File: src/rtl/pro2003.sv
// Pushbutton press counter (two BCD digits) with a continuously refreshed LCD1602 readout.
// Optional long-press clear is compiled in when PRO2003_LONG_CLEAR_EN is defined.
module pro2003 #(
    parameter int DEBOUNCE_CYC = 1_000_000,
    parameter int LCD_CYC      = 50_000,
    parameter int PWR_WAIT     = 1_000_000,
    parameter int CLR_WAIT     = 100_000
`ifdef PRO2003_LONG_CLEAR_EN
    , parameter int LONG_CYC   = 100_000_000
`endif
) (
    input  logic       clk,
    input  logic       rst_n,
    input  logic       key_sigle,
    output logic       key_pressed,
    output logic [7:0] key_cnt,
    output logic       lcd_rs,
    output logic       lcd_rw,
    output logic       lcd_en,
    output logic [7:0] lcd_data
);
    localparam int DB_W    = $clog2(DEBOUNCE_CYC + 1);
    localparam int TMR_MAX = (PWR_WAIT > LCD_CYC) ?
                             ((PWR_WAIT > CLR_WAIT) ? PWR_WAIT : CLR_WAIT) :
                             ((LCD_CYC > CLR_WAIT) ? LCD_CYC : CLR_WAIT);
    localparam int TMR_W   = $clog2(TMR_MAX + 1);

    localparam logic [DB_W-1:0]  DB_LAST   = DB_W'(DEBOUNCE_CYC - 1);
    localparam logic [TMR_W-1:0] PWR_LAST  = TMR_W'(PWR_WAIT - 1);
    localparam logic [TMR_W-1:0] SLOT_LAST = TMR_W'(LCD_CYC - 1);
    localparam logic [TMR_W-1:0] CLR_LAST  = TMR_W'(CLR_WAIT - 1);
    localparam logic [TMR_W-1:0] EN_LAST   = TMR_W'(LCD_CYC / 2);
    localparam logic [2:0]       INIT_LAST = 3'd3;
    localparam logic [2:0]       FRM_LAST  = 3'd6;

    typedef enum logic [1:0] {S_PWR, S_INIT, S_CLRW, S_REFRESH} state_t;

    function automatic logic [7:0] bcd_inc(input logic [7:0] v);
        logic [3:0] t;
        logic [3:0] u;
        t = v[7:4];
        u = v[3:0];
        if (u == 4'd9) begin
            u = 4'd0;
            t = (t == 4'd9) ? 4'd0 : t + 4'd1;
        end else begin
            u = u + 4'd1;
        end
        return {t, u};
    endfunction

    logic            r_sync1, r_sync2, r_stable, r_stable_d;
    logic [DB_W-1:0] r_db_cnt;
    logic            r_key_pressed;
    logic [7:0]      r_key_cnt;
    logic            w_press;
    logic            w_long_clr;

    // Key path: synchronizer, then debounce against the stable level
    always_ff @(posedge clk) begin
        if (!rst_n) begin
            r_sync1    <= 1'b1;
            r_sync2    <= 1'b1;
            r_stable   <= 1'b1;
            r_stable_d <= 1'b1;
            r_db_cnt   <= '0;
        end else begin
            r_sync1    <= key_sigle;
            r_sync2    <= r_sync1;
            r_stable_d <= r_stable;
            if (r_sync2 == r_stable) begin
                r_db_cnt <= '0;
            end else if (r_db_cnt == DB_LAST) begin
                r_stable <= r_sync2;
                r_db_cnt <= '0;
            end else begin
                r_db_cnt <= r_db_cnt + 1'b1;
            end
        end
    end

    assign w_press = r_stable_d & ~r_stable;

`ifdef PRO2003_LONG_CLEAR_EN
    localparam int HOLD_W = $clog2(LONG_CYC + 1);
    localparam logic [HOLD_W-1:0] HOLD_LAST = HOLD_W'(LONG_CYC - 1);
    localparam logic [HOLD_W-1:0] HOLD_MAX  = HOLD_W'(LONG_CYC);

    logic [HOLD_W-1:0] r_hold;

    // Hold counter saturates so the clear fires only once per hold
    always_ff @(posedge clk) begin
        if (!rst_n || r_stable) begin
            r_hold <= '0;
        end else if (r_hold != HOLD_MAX) begin
            r_hold <= r_hold + 1'b1;
        end
    end

    assign w_long_clr = !r_stable && (r_hold == HOLD_LAST);
`else
    assign w_long_clr = 1'b0;
`endif

    always_ff @(posedge clk) begin
        if (!rst_n) begin
            r_key_pressed <= 1'b0;
            r_key_cnt     <= 8'h00;
        end else begin
            r_key_pressed <= w_press;
            if (w_long_clr) begin
                r_key_cnt <= 8'h00;
            end else if (w_press) begin
                r_key_cnt <= bcd_inc(r_key_cnt);
            end
        end
    end

    state_t           r_state, w_state_nxt;
    logic [TMR_W-1:0] r_tmr, w_tmr_nxt;
    logic [2:0]       r_idx, w_idx_nxt;
    logic [7:0]       r_snap, w_snap_nxt;
    logic             r_lcd_rs, r_lcd_en;
    logic [7:0]       r_lcd_data;
    logic             w_rs_nxt, w_en_nxt;
    logic [7:0]       w_data_nxt;

    always_ff @(posedge clk) begin
        if (!rst_n) begin
            r_state    <= S_PWR;
            r_tmr      <= '0;
            r_idx      <= '0;
            r_snap     <= 8'h00;
            r_lcd_rs   <= 1'b0;
            r_lcd_en   <= 1'b0;
            r_lcd_data <= 8'h00;
        end else begin
            r_state    <= w_state_nxt;
            r_tmr      <= w_tmr_nxt;
            r_idx      <= w_idx_nxt;
            r_snap     <= w_snap_nxt;
            r_lcd_rs   <= w_rs_nxt;
            r_lcd_en   <= w_en_nxt;
            r_lcd_data <= w_data_nxt;
        end
    end

    always_comb begin
        w_state_nxt = r_state;
        w_tmr_nxt   = r_tmr + 1'b1;
        w_idx_nxt   = r_idx;
        case (r_state)
            S_PWR: begin
                if (r_tmr == PWR_LAST) begin
                    w_state_nxt = S_INIT;
                    w_tmr_nxt   = '0;
                    w_idx_nxt   = '0;
                end
            end
            S_INIT: begin
                if (r_tmr == SLOT_LAST) begin
                    w_tmr_nxt = '0;
                    if (r_idx == INIT_LAST) w_state_nxt = S_CLRW;
                    else                    w_idx_nxt   = r_idx + 3'd1;
                end
            end
            S_CLRW: begin
                if (r_tmr == CLR_LAST) begin
                    w_state_nxt = S_REFRESH;
                    w_tmr_nxt   = '0;
                    w_idx_nxt   = '0;
                end
            end
            default: begin
                if (r_tmr == SLOT_LAST) begin
                    w_tmr_nxt = '0;
                    w_idx_nxt = (r_idx == FRM_LAST) ? 3'd0 : r_idx + 3'd1;
                end
            end
        endcase
    end

    // Pin values are decoded from the next state so the bus registers line up with slot cycle 0
    always_comb begin
        w_snap_nxt = r_snap;
        w_rs_nxt   = 1'b0;
        w_en_nxt   = 1'b0;
        w_data_nxt = 8'h00;
        if (w_state_nxt == S_REFRESH && w_idx_nxt == 3'd0 && w_tmr_nxt == '0)
            w_snap_nxt = r_key_cnt;
        if (w_state_nxt == S_INIT || w_state_nxt == S_REFRESH)
            w_en_nxt = (w_tmr_nxt != '0) && (w_tmr_nxt <= EN_LAST);
        if (w_state_nxt == S_INIT) begin
            case (w_idx_nxt)
                3'd0:    w_data_nxt = 8'h38;
                3'd1:    w_data_nxt = 8'h0C;
                3'd2:    w_data_nxt = 8'h06;
                default: w_data_nxt = 8'h01;
            endcase
        end else if (w_state_nxt == S_REFRESH) begin
            w_rs_nxt = (w_idx_nxt != 3'd0);
            case (w_idx_nxt)
                3'd0:    w_data_nxt = 8'h80;
                3'd1:    w_data_nxt = 8'h4B;
                3'd2:    w_data_nxt = 8'h45;
                3'd3:    w_data_nxt = 8'h59;
                3'd4:    w_data_nxt = 8'h3A;
                3'd5:    w_data_nxt = 8'h30 + {4'h0, w_snap_nxt[7:4]};
                default: w_data_nxt = 8'h30 + {4'h0, w_snap_nxt[3:0]};
            endcase
        end
    end

    assign key_pressed = r_key_pressed;
    assign key_cnt     = r_key_cnt;
    assign lcd_rs      = r_lcd_rs;
    assign lcd_rw      = 1'b0;
    assign lcd_en      = r_lcd_en;
    assign lcd_data    = r_lcd_data;
endmodule

File: config.mk
export PLATFORM = sky130hd
export DESIGN_NAME = pro2003
export DESIGN_NICKNAME = d
export VERILOG_FILES = /design/src/rtl/pro2003.sv
export SDC_FILE = /design/constraint.sdc
export NUM_CORES = 1
export LEC_CHECK = 0
export CAP_MARGIN = 20
export CORE_AREA = 2 2 119 121
export CTS_BUF_LIST = sky130_fd_sc_hd__clkbuf_8 sky130_fd_sc_hd__clkbuf_16
export DETAILED_ROUTE_END_ITERATION = 12
export DIE_AREA = 0 0 121 123
export GPL_TIMING_DRIVEN = 0
export PLACE_DENSITY = 0.56
export SYNTH_ARGS = -nofsm -noshare
export SYNTH_HDL_FRONTEND = slang
export SYNTH_SLANG_ARGS = --single-unit
File: constraint.sdc
create_clock -name clk -period 3.08 [get_ports clk]
set_input_delay 0.77 -clock clk [delete_from_list [all_inputs] [get_ports clk]]
set_output_delay 0.77 -clock clk [all_outputs]
set_load 0.02 [all_outputs]
# Word level (Yosys, flattened, before mapping)
# Index checks and enable logic that the tools add are counted.
[totals] reg_bits=76 inputBits=3 output_inout_bits=20 elab_cells=83
[classes] add_sub_neg=7 n_lt_le_gt_ge=1 eq_ne=18 n_mux=23 bitwise_logic=5 reduce_logical=14
[ops] cell="$mux W20" count=3
[ops] cell="$pmux W8 S6" count=1
[ops] cell="$add A20 B1 Y20 const B" count=2
[ops] cell="$eq A20 B20 Y1 const B" count=2
[ops] cell="$pmux W20 S2" count=1
[ops] cell="$mux W8" count=3
[ops] cell="$eq A20 B16 Y1 const B" count=1
[ops] cell="$eq A20 B17 Y1 const B" count=1
[ops] cell="$le A20 B15 Y1 const B" count=1
[ops] cell="$logic_not A20 Y1" count=1
[ops] cell="$reduce_bool A20 Y1" count=1
[ops] cell="$mux W3" count=6
[ops] cell="$pmux W6 S3" count=1
[ops] cell="$add A6 B4 Y7 const A" count=2
[ops] cell="$eq A3 B2 Y1 const B" count=3
[ops] cell="$eq A3 B3 Y1 const B" count=3
[ops] cell="$pmux W3 S3" count=1
[ops] cell="$add A4 B1 Y4 const B" count=2
[ops] cell="$eq A4 B4 Y1 const B" count=2
[ops] cell="$mux W2" count=4
[ops] cell="$mux W4" count=2
[ops] cell="$pmux W2 S3" count=1
[ops] cell="$reduce_and A2 Y1" count=3
[ops] cell="$reduce_or A3 Y1" count=2
[ops] cell="other kinds (12)" count=19

# Longest topological paths before layout
# Gate-level depths: netlist (run 1).
[depth] depth_word=12 ltp_mapped=12 mapped_depth_nobuf=10

# Worst setup path after synthesis (run 1)
# OpenSTA, ideal clock, no wires.
[synth_timing] path_kind="reg2reg" from="reg r_tmr[11]" to="reg r_snap[0]" arrival_ns=2.683 path_slack_ns=0.326 stages_incl_launch_ff=13 n_path_buf=4 path_cell_list="dfxtp_1 > buf_6 > or3_4 > buf_6 > or4_4 > buf_6 > nor4_1 > o21ai_1 > a22o_4 > and2_4 > nand4b_2 > buf_6 > mux2i_1"
[synth_between] elab_chain_len=7
[synth_lines] item="from (decl)" line="120" rtl="logic [TMR_W-1:0] r_tmr, w_tmr_nxt;"
[synth_lines] item="from (signal assigned)" line="139" rtl="r_tmr <= w_tmr_nxt;"
[synth_lines] item="branches (longest 5 deep; another with $add A20 B1 Y20)"
[synth_lines] item="$logic_and A1 B1 Y1 *" line="189" rtl="if (w_state_nxt == S_REFRESH && w_idx_nxt == 3'd0 && w_tmr_nxt == '0)"
[synth_lines] item="$mux W8 *" line="189"
[synth_lines] item="to (signal assigned)" line="141" rtl="r_snap <= w_snap_nxt;"
[synth_lines] item="to (decl)" line="122" rtl="logic [7:0] r_snap, w_snap_nxt;"
# Every way passes the cells marked *.
# A chain may end at the register's enable or synchronous reset.

# Worst setup path after layout (run 1)
[layout_timing] from="reg r_tmr[12]" to="reg r_snap[6]"
# The elaborated chain is that of the path after synthesis.

==> results of run 1 <==
## worst min path at each step
stage	from	cells after the start	endpoint	slack (ns)
after floorplan	r_sync1$_SDFF_PN1_	1	r_sync2$_SDFF_PN1_	0.39
after global placement	r_sync1$_SDFF_PN1_	1	r_sync2$_SDFF_PN1_	0.39
after detailed placement	r_sync1$_SDFF_PN1_	1	r_sync2$_SDFF_PN1_	0.39
after CTS	r_sync1$_SDFF_PN1_	1	r_sync2$_SDFF_PN1_	0.41
after global routing	r_sync1$_SDFF_PN1_	1	r_sync2$_SDFF_PN1_	0.42
final	r_sync1$_SDFF_PN1_	1	r_sync2$_SDFF_PN1_	0.40
## routing by layer
metal	share of wire (%)	up-vias
li1	-	1723
met1	48	1598
met2	46	53
met3	4.1	12
met4	1.2	0
met5	0	-
## synthesized netlist by cell type (2+ instances only)
library cell | number | area (um^2)
nand2_1 | 41 | 154
mux2i_1 | 11 | 110
a211oi_1 | 4 | 30.0
dfxtp_1 | 76 | 1520
nor4_1 | 8 | 50.1
or3b_2 | 2 | 17.5
nand4b_1 | 5 | 43.8
inv_1 | 10 | 37.5
xnor2_1 | 24 | 210
nor2_1 | 69 | 259
nor2b_1 | 10 | 62.6
buf_2 | 6 | 30.0
nand2b_1 | 6 | 37.5
nand4_1 | 10 | 62.6
and2_1 | 3 | 18.8
o21ai_0 | 15 | 75.1
clkbuf_1 | 17 | 63.8
o31a_1 | 2 | 17.5
and3_1 | 10 | 62.6
xor2_1 | 22 | 193
or4_4 | 2 | 22.5
and4_1 | 6 | 52.6
nor3_1 | 17 | 85.1
nor3b_1 | 4 | 30.0
ha_1 | 6 | 75.1
a221oi_1 | 2 | 17.5
a21oi_1 | 19 | 95.1
buf_6 | 6 | 67.6
nor4b_1 | 3 | 26.3
nand3_1 | 25 | 125
a31oi_1 | 5 | 31.3
o21ai_1 | 4 | 20.0
## where the power goes
group	switching, mW	leakage [nW]	total [mW]	internal, mW
registers	0.00663	0.613	0.995	0.988
logic	0.0255	0.925	0.0423	0.0168
clock network	0.421	0.142	1.01	0.591
total	0.453	1.68	2.05	1.60
## final cells by class
type / instances / area, um^2
Buffer: 26 / 159
Clock buffer: 11 / 253
Clock inverter: 5 / 35.0
Fill cell: 1407 / 8830
Inverter: 11 / 41.3
Multi-Input combinational cell: 361 / 2330
Sequential cell: 76 / 1520
Tap cell: 180 / 225
Timing Repair Buffer: 23 / 225
## placed cells by master, fill, tap and decap left out, types with 3 or more instances in the layout
cell              n
dfxtp_1          76
nor2_1           69
nand2_1          41
xnor2_1          24
nand3_1          23
xor2_1           22
clkdlybuf4s50_1  21
a21oi_1          19
nor3_1           16
o21ai_0          14
clkbuf_1         11
mux2i_1          11
inv_1            10
and3_1           10
nand4_1          10
nor2b_1          10
clkbuf_16         9
buf_6             6
and4_1            6
nand2b_1          6
buf_2             5
nand4b_1          5
nor4_2            5
a31oi_1           5
ha_1              5
o21ai_1           4
nor3b_1           4
a211oi_1          3
nor4b_1           3
and2_1            3
buf_4             3
## state kept, by name (all words and copies together) (netlist names), 2 cells and up
| name | cells |
|---|---|
| r_snap | 8 |
| r_state | 2 |
| r_db_cnt | 20 |
| lcd_data | 8 |
| r_idx | 3 |
| key_cnt | 8 |
| r_tmr | 20 |
## cell families after synthesis
| kind of cell | share of synthesized area (%) |
|---|---|
| other | 0.0945 |
| flip-flops | 38.3 |
| XOR/XNOR | 10.2 |
| buffers and inverters | 5.30 |
| multiplexers | 3.06 |
| AO/OA/AOI/OAI | 10.8 |
| AND/OR/NAND/NOR | 30.3 |
| adder cells (fa/ha/maj) | 1.89 |
## stage by stage
stage / utilization [%] / setup WS [ns]
after floorplan: - / 0.326
after global placement: 32.3 / -0.309
after detailed placement: 32.3 / -0.311
after CTS: 34.6 / 0.0905
after global routing: 35.2 / 0.00548
final: 35.2 / 0.164
## what timing repair did
action | in CTS | in global routing
setup buffers | 0 | 2
setup endpoints to repair | 23 | 22
pin swaps | 0 | 1
gates resized for setup | 6 | 15
==> flow_summary.json, run 1 <==
{
  "crit_path_end_kind": "flip-flop",
  "gp_congestion": 0.835,
  "cp-startpoint": "r_tmr[12]$_SDFF_PN0_",
  "drc_errors": 0,
  "synth_cell_types": 60,
  "ant_nets": 0,
  "drive_gt1_share_pct": 11.9,
  "critPathLaunchType": "flip-flop",
  "outcome": "finished, final reports clean",
  "io_buffer_count": 21,
  "viasPerCell": 4.89,
  "post_dp_cell_area_um2": 4400,
  "cts_max_path_buffers": 2,
  "die_w_um": 121,
  "hpwl_mm": 6.60,
  "cts-root-buf": "clkbuf_16",
  "synthCells": 478,
  "wire_per_inst_um": 13.2,
  "relSlewSlack_pct": 60.2,
  "drt-pass1-iter-count": 4,
  "path_buf_inv": 4,
  "cts_hold_buffers": 0,
  "rows": 43,
  "die_y_um": 123,
  "area.growth.synth_to_final_pct": 20.6,
  "cts_tree": "yes",
  "grt_overflow": 0,
  "synth_ff_type": "dfxtp_1",
  "crit_family": "simple AND/OR/NAND/NOR gates",
  "async_flop_share_pct": 0,
  "holdWs_ns": 0.404,
  "maxSlewViolCount": 0,
  "powerDensity_nw_per_um2": 428,
  "post-route-period-util_pct": 94.7,
  "grt_use_met1_pct": 16.3,
  "p_leak_nw": 1.68,
  "worst_pin_slew_ns": 0.597,
  "crit_path_frequent_cell": "buf_6",
  "fin_crit_ns": 2.92,
  "reg2reg_slack_ns": 0.16,
  "p_total_mw": 2.05,
  "worstPathRequired_ns": 3.35,
  "htree_num_levels": 3,
  "fin_area_um2": 4790,
  "synth_area_um2": 3970,
  "r2r-end": "r_snap[6]$_SDFF_PN0_",
  "max_cap_viol_count": 0,
  "fin_skew_ns": 0.00375,
  "cp.arrival_ns": 3.18,
  "synth_warnings": 0,
  "setup_tns_ns": 0,
  "first_iter_violations": 162,
  "yosysSeqAreaShare_pct": 38.3,
  "initial_utilization_pct": 29.1,
  "cp_cell_sequence": "buf_2 > or3_4 > buf_6 > or4_4 > buf_6 > nor4_2 > o21ai_1 > a22o_4 > and2_4 > nand4b_2 > buf_6 > mux2i_1",
  "synth_nets": 487,
  "synth_seq_cells": 76,
  "synth_edf_count": 0,
  "met2_usage_pct": 20.9,
  "diodes": 0,
  "finalWirelength_mm": 9.11,
  "core_um2": 13600,
  "finalNonFillerCells": 693,
  "fmax_ghz": 0.343,
  "cp_slowest_cell": "or4_4",
  "dieArea_um2": 14900,
  "cp_num_cells": 12,
  "use_met3_pct": 3.69,
  "syn_avg_cell_area_um2": 8.30,
  "worstRegToRegCells": 12,
  "vias": 3386,
  "antenna_found_initial": 0,
  "grt_max_degree": 14,
  "cts_buffers": 9,
  "path_class": "reg2reg",
  "crit-reg2reg-launch": "r_tmr[12]$_SDFF_PN0_",
  "clk_latency_ns": 0.33,
  "critPathMaxFanout": 8,
  "grt_pass1_vias": 3293,
  "hold_class": "reg2reg",
  "hold_viol": 0,
  "critPathMaxStageDelay_ns": 0.52,
  "cts_num_sinks": 76,
  "grt_pass1_wl_mm": 15.4,
  "grt_usage_pct": 12.9,
  "crit_path_end": "r_snap[6]$_SDFF_PN0_",
  "grt.busiest_layer": "met2",
  "ir_drop_mv": 0.341,
  "setup_viol": 0,
  "rsz0062_at_grt": "false",
  "post-place-cells": 679,
  "ios": 23,
  "clk_pin_slew_worst_paths_ns": 0.06,
  "final_net_count": 517
}
Note: power is estimated with default switching activity, not from simulation.
==> run 2: changes to the inputs <==
--- a/config.mk
+++ b/config.mk
@@ -5,11 +5,12 @@
 export SDC_FILE = /design/constraint.sdc
 export NUM_CORES = 1
 export LEC_CHECK = 0
+export ABC_CLOCK_PERIOD_IN_PS = 3080
 export CAP_MARGIN = 20
-export CORE_AREA = 2 2 119 121
+export CORE_AREA = 2 2 90 158
 export CTS_BUF_LIST = sky130_fd_sc_hd__clkbuf_8 sky130_fd_sc_hd__clkbuf_16
 export DETAILED_ROUTE_END_ITERATION = 12
-export DIE_AREA = 0 0 121 123
+export DIE_AREA = 0 0 92 160
 export GPL_TIMING_DRIVEN = 0
 export PLACE_DENSITY = 0.56
 export SYNTH_ARGS = -nofsm -noshare
==> run 2 against run 1 <==
Register-to-register slack got worse by 0.08 ns. Global-route usage rose by 0.65 points. Clock power about the same. Die area decreased by 1.1%. Sequential cell count unchanged. Maximum frequency down 2.8%. Utilization is 0.067 points higher. Critical path depth is 1 lower. Clock skew increased by 0.0037 ns. Clock-buffer cell count shrank 2. First-iteration DRC count fell by 20%. Critical path type unchanged. Critical endpoint is now lcd_data[1]$_SDFF_PN0_. Highest routed layer unchanged.
==> flow_summary.json, run 2 (synthesis results as in run 1) <==
{
  "ir_drop_mv": 0.250,
  "final_net_count": 513,
  "cts_buffers": 9,
  "clk_latency_ns": 0.34,
  "cp.arrival_ns": 3.23,
  "rows": 57,
  "grt_usage_pct": 13.5,
  "drc_errors": 0,
  "grt_overflow": 0,
  "cts_tree": "yes",
  "grt_max_degree": 14,
  "die_y_um": 160,
  "die_w_um": 92,
  "cts-root-buf": "clkbuf_16",
  "dieArea_um2": 14700,
  "hold_class": "reg2reg",
  "finalWirelength_mm": 9.66,
  "maxSlewViolCount": 0,
  "critPathMaxFanout": 8,
  "cts_max_path_buffers": 2,
  "viasPerCell": 4.97,
  "initial_utilization_pct": 29.3,
  "io_buffer_count": 21,
  "cts_num_sinks": 76,
  "cts_hold_buffers": 0,
  "crit_path_end_kind": "flip-flop",
  "ios": 23,
  "path_class": "reg2reg",
  "fin_ws_ns": 0.0812,
  "first_iter_violations": 130,
  "wire_per_inst_um": 14.1,
  "drt-pass1-iter-count": 4,
  "hpwl_mm": 7.45,
  "grt_pass1_wl_mm": 15.9,
  "worst_pin_slew_ns": 0.574,
  "post-place-cells": 676,
  "worstPathRequired_ns": 3.31,
  "setup_viol": 0,
  "fmax_ghz": 0.333,
  "outcome": "finished, final reports clean",
  "core_um2": 13600,
  "max_cap_viol_count": 0,
  "relSlewSlack_pct": 61.7,
  "area.growth.synth_to_final_pct": 20.3,
  "drive_gt1_share_pct": 11.6,
  "fin_skew_ns": 0.00746,
  "dp_worst_setup_slack_ns": -0.459,
  "clk_pin_slew_worst_paths_ns": 0.06,
  "reg.largest.list": "r_db_cnt x20, r_tmr x20",
  "vias": 3404,
  "hold_viol": 0,
  "holdWs_ns": 0.413,
  "mostFrequentLayoutCells": "76 x dfxtp_1, 69 x nor2_1, 41 x nand2_1",
  "gp_congestion": 0.910,
  "htree_num_levels": 3,
  "antenna_found_initial": 0,
  "finalNonFillerCells": 685,
  "final_common_cell": "dfxtp_1",
  "p_leak_nw": 1.69,
  "utilization_pct": 35.2,
  "grt_pass1_vias": 3431,
  "fin_crit_ns": 3.00,
  "post-route-period-util_pct": 97.4,
  "critPathLaunchType": "flip-flop",
  "ant_nets": 0,
  "powerDensity_nw_per_um2": 434,
  "diodes": 0,
  "fillers": 1440
}
==> run 2: final cells by class <==
class                      count  area (um^2)  area share [%]
buffer                        24          153            3.20
timing repair buffer          21          210            4.40
inverter                      11         41.3           0.865
multi-input combinational    361         2330            48.9
tap                          177          221            4.64
sequential                    76         1520            31.9
clock buffer                   9          225            4.72
clock inverter                 6         66.3            1.39
==> run 2: worst paths after layout <==
kind / startpoint / endpoint / slack, ns / cells after the start
max: r_tmr[12]$_SDFF_PN0_ / lcd_data[1]$_SDFF_PN0_ / 0.08 / 11
min: r_sync1$_SDFF_PN1_ / r_sync2$_SDFF_PN1_ / 0.41 / 1
max reg2reg: r_tmr[12]$_SDFF_PN0_ / lcd_data[1]$_SDFF_PN0_ / 0.08 / 11
min reg2reg: r_sync1$_SDFF_PN1_ / r_sync2$_SDFF_PN1_ / 0.41 / 1
==> run 2: routing by layer <==
metal	global-route usage, %	wire [um]
met5	0	0
met4	6.38	323
met3	2.41	266
met2	26.6	5450
met1	13.1	3630
==> run 2: power by group <==
part	switching, mW	internal [mW]
combinational	0.0254	0.0167
sequential	0.00700	0.988
clock	0.411	0.624
total	0.444	1.63
==> run 2: what timing repair did <==
item / CTS / global route
setup endpoints to repair: 24 / 12
resized for setup: 8 / 16
buffers inserted: 0 / 0
pin swaps: 0 / 3
hold endpoints to repair: 0 / 0
==> run 2: through the flow <==
step           total power [mW]  area (um^2)  setup TNS, ns
6_report                   2.07         4770              0
5_1_grt                    2.15         4770        -0.0339
4_1_cts                    2.10         4720              0
3_5_place_dp               1.06         4400          -7.71
3_3_place_gp               1.06         4400          -8.31
2_1_floorplan              1.04         3970              0
==> run 2: worst max-delay path: stages (launching register included) <==
cell and delay [ns]:
dfxtp_1 0.29, buf_2 0.15, or3_4 0.38, buf_6 0.14, or4_4 0.52, buf_6 0.15
nor4_2 0.21, o21ai_1 0.12, a22o_4 0.27, nor2b_4 0.15, o22a_1 0.20, a221oi_2 0.31
==> run 3: changes to the inputs <==
--- a/config.mk
+++ b/config.mk
@@ -11,6 +11,7 @@
 export CTS_BUF_LIST = sky130_fd_sc_hd__clkbuf_8 sky130_fd_sc_hd__clkbuf_16
 export DETAILED_ROUTE_END_ITERATION = 12
 export DIE_AREA = 0 0 92 160
+export GPL_ROUTABILITY_DRIVEN = 0
 export GPL_TIMING_DRIVEN = 0
 export PLACE_DENSITY = 0.56
 export SYNTH_ARGS = -nofsm -noshare
==> results of run 3 <==
No change in the layout: final DEF, timing and power equal those of run 2.
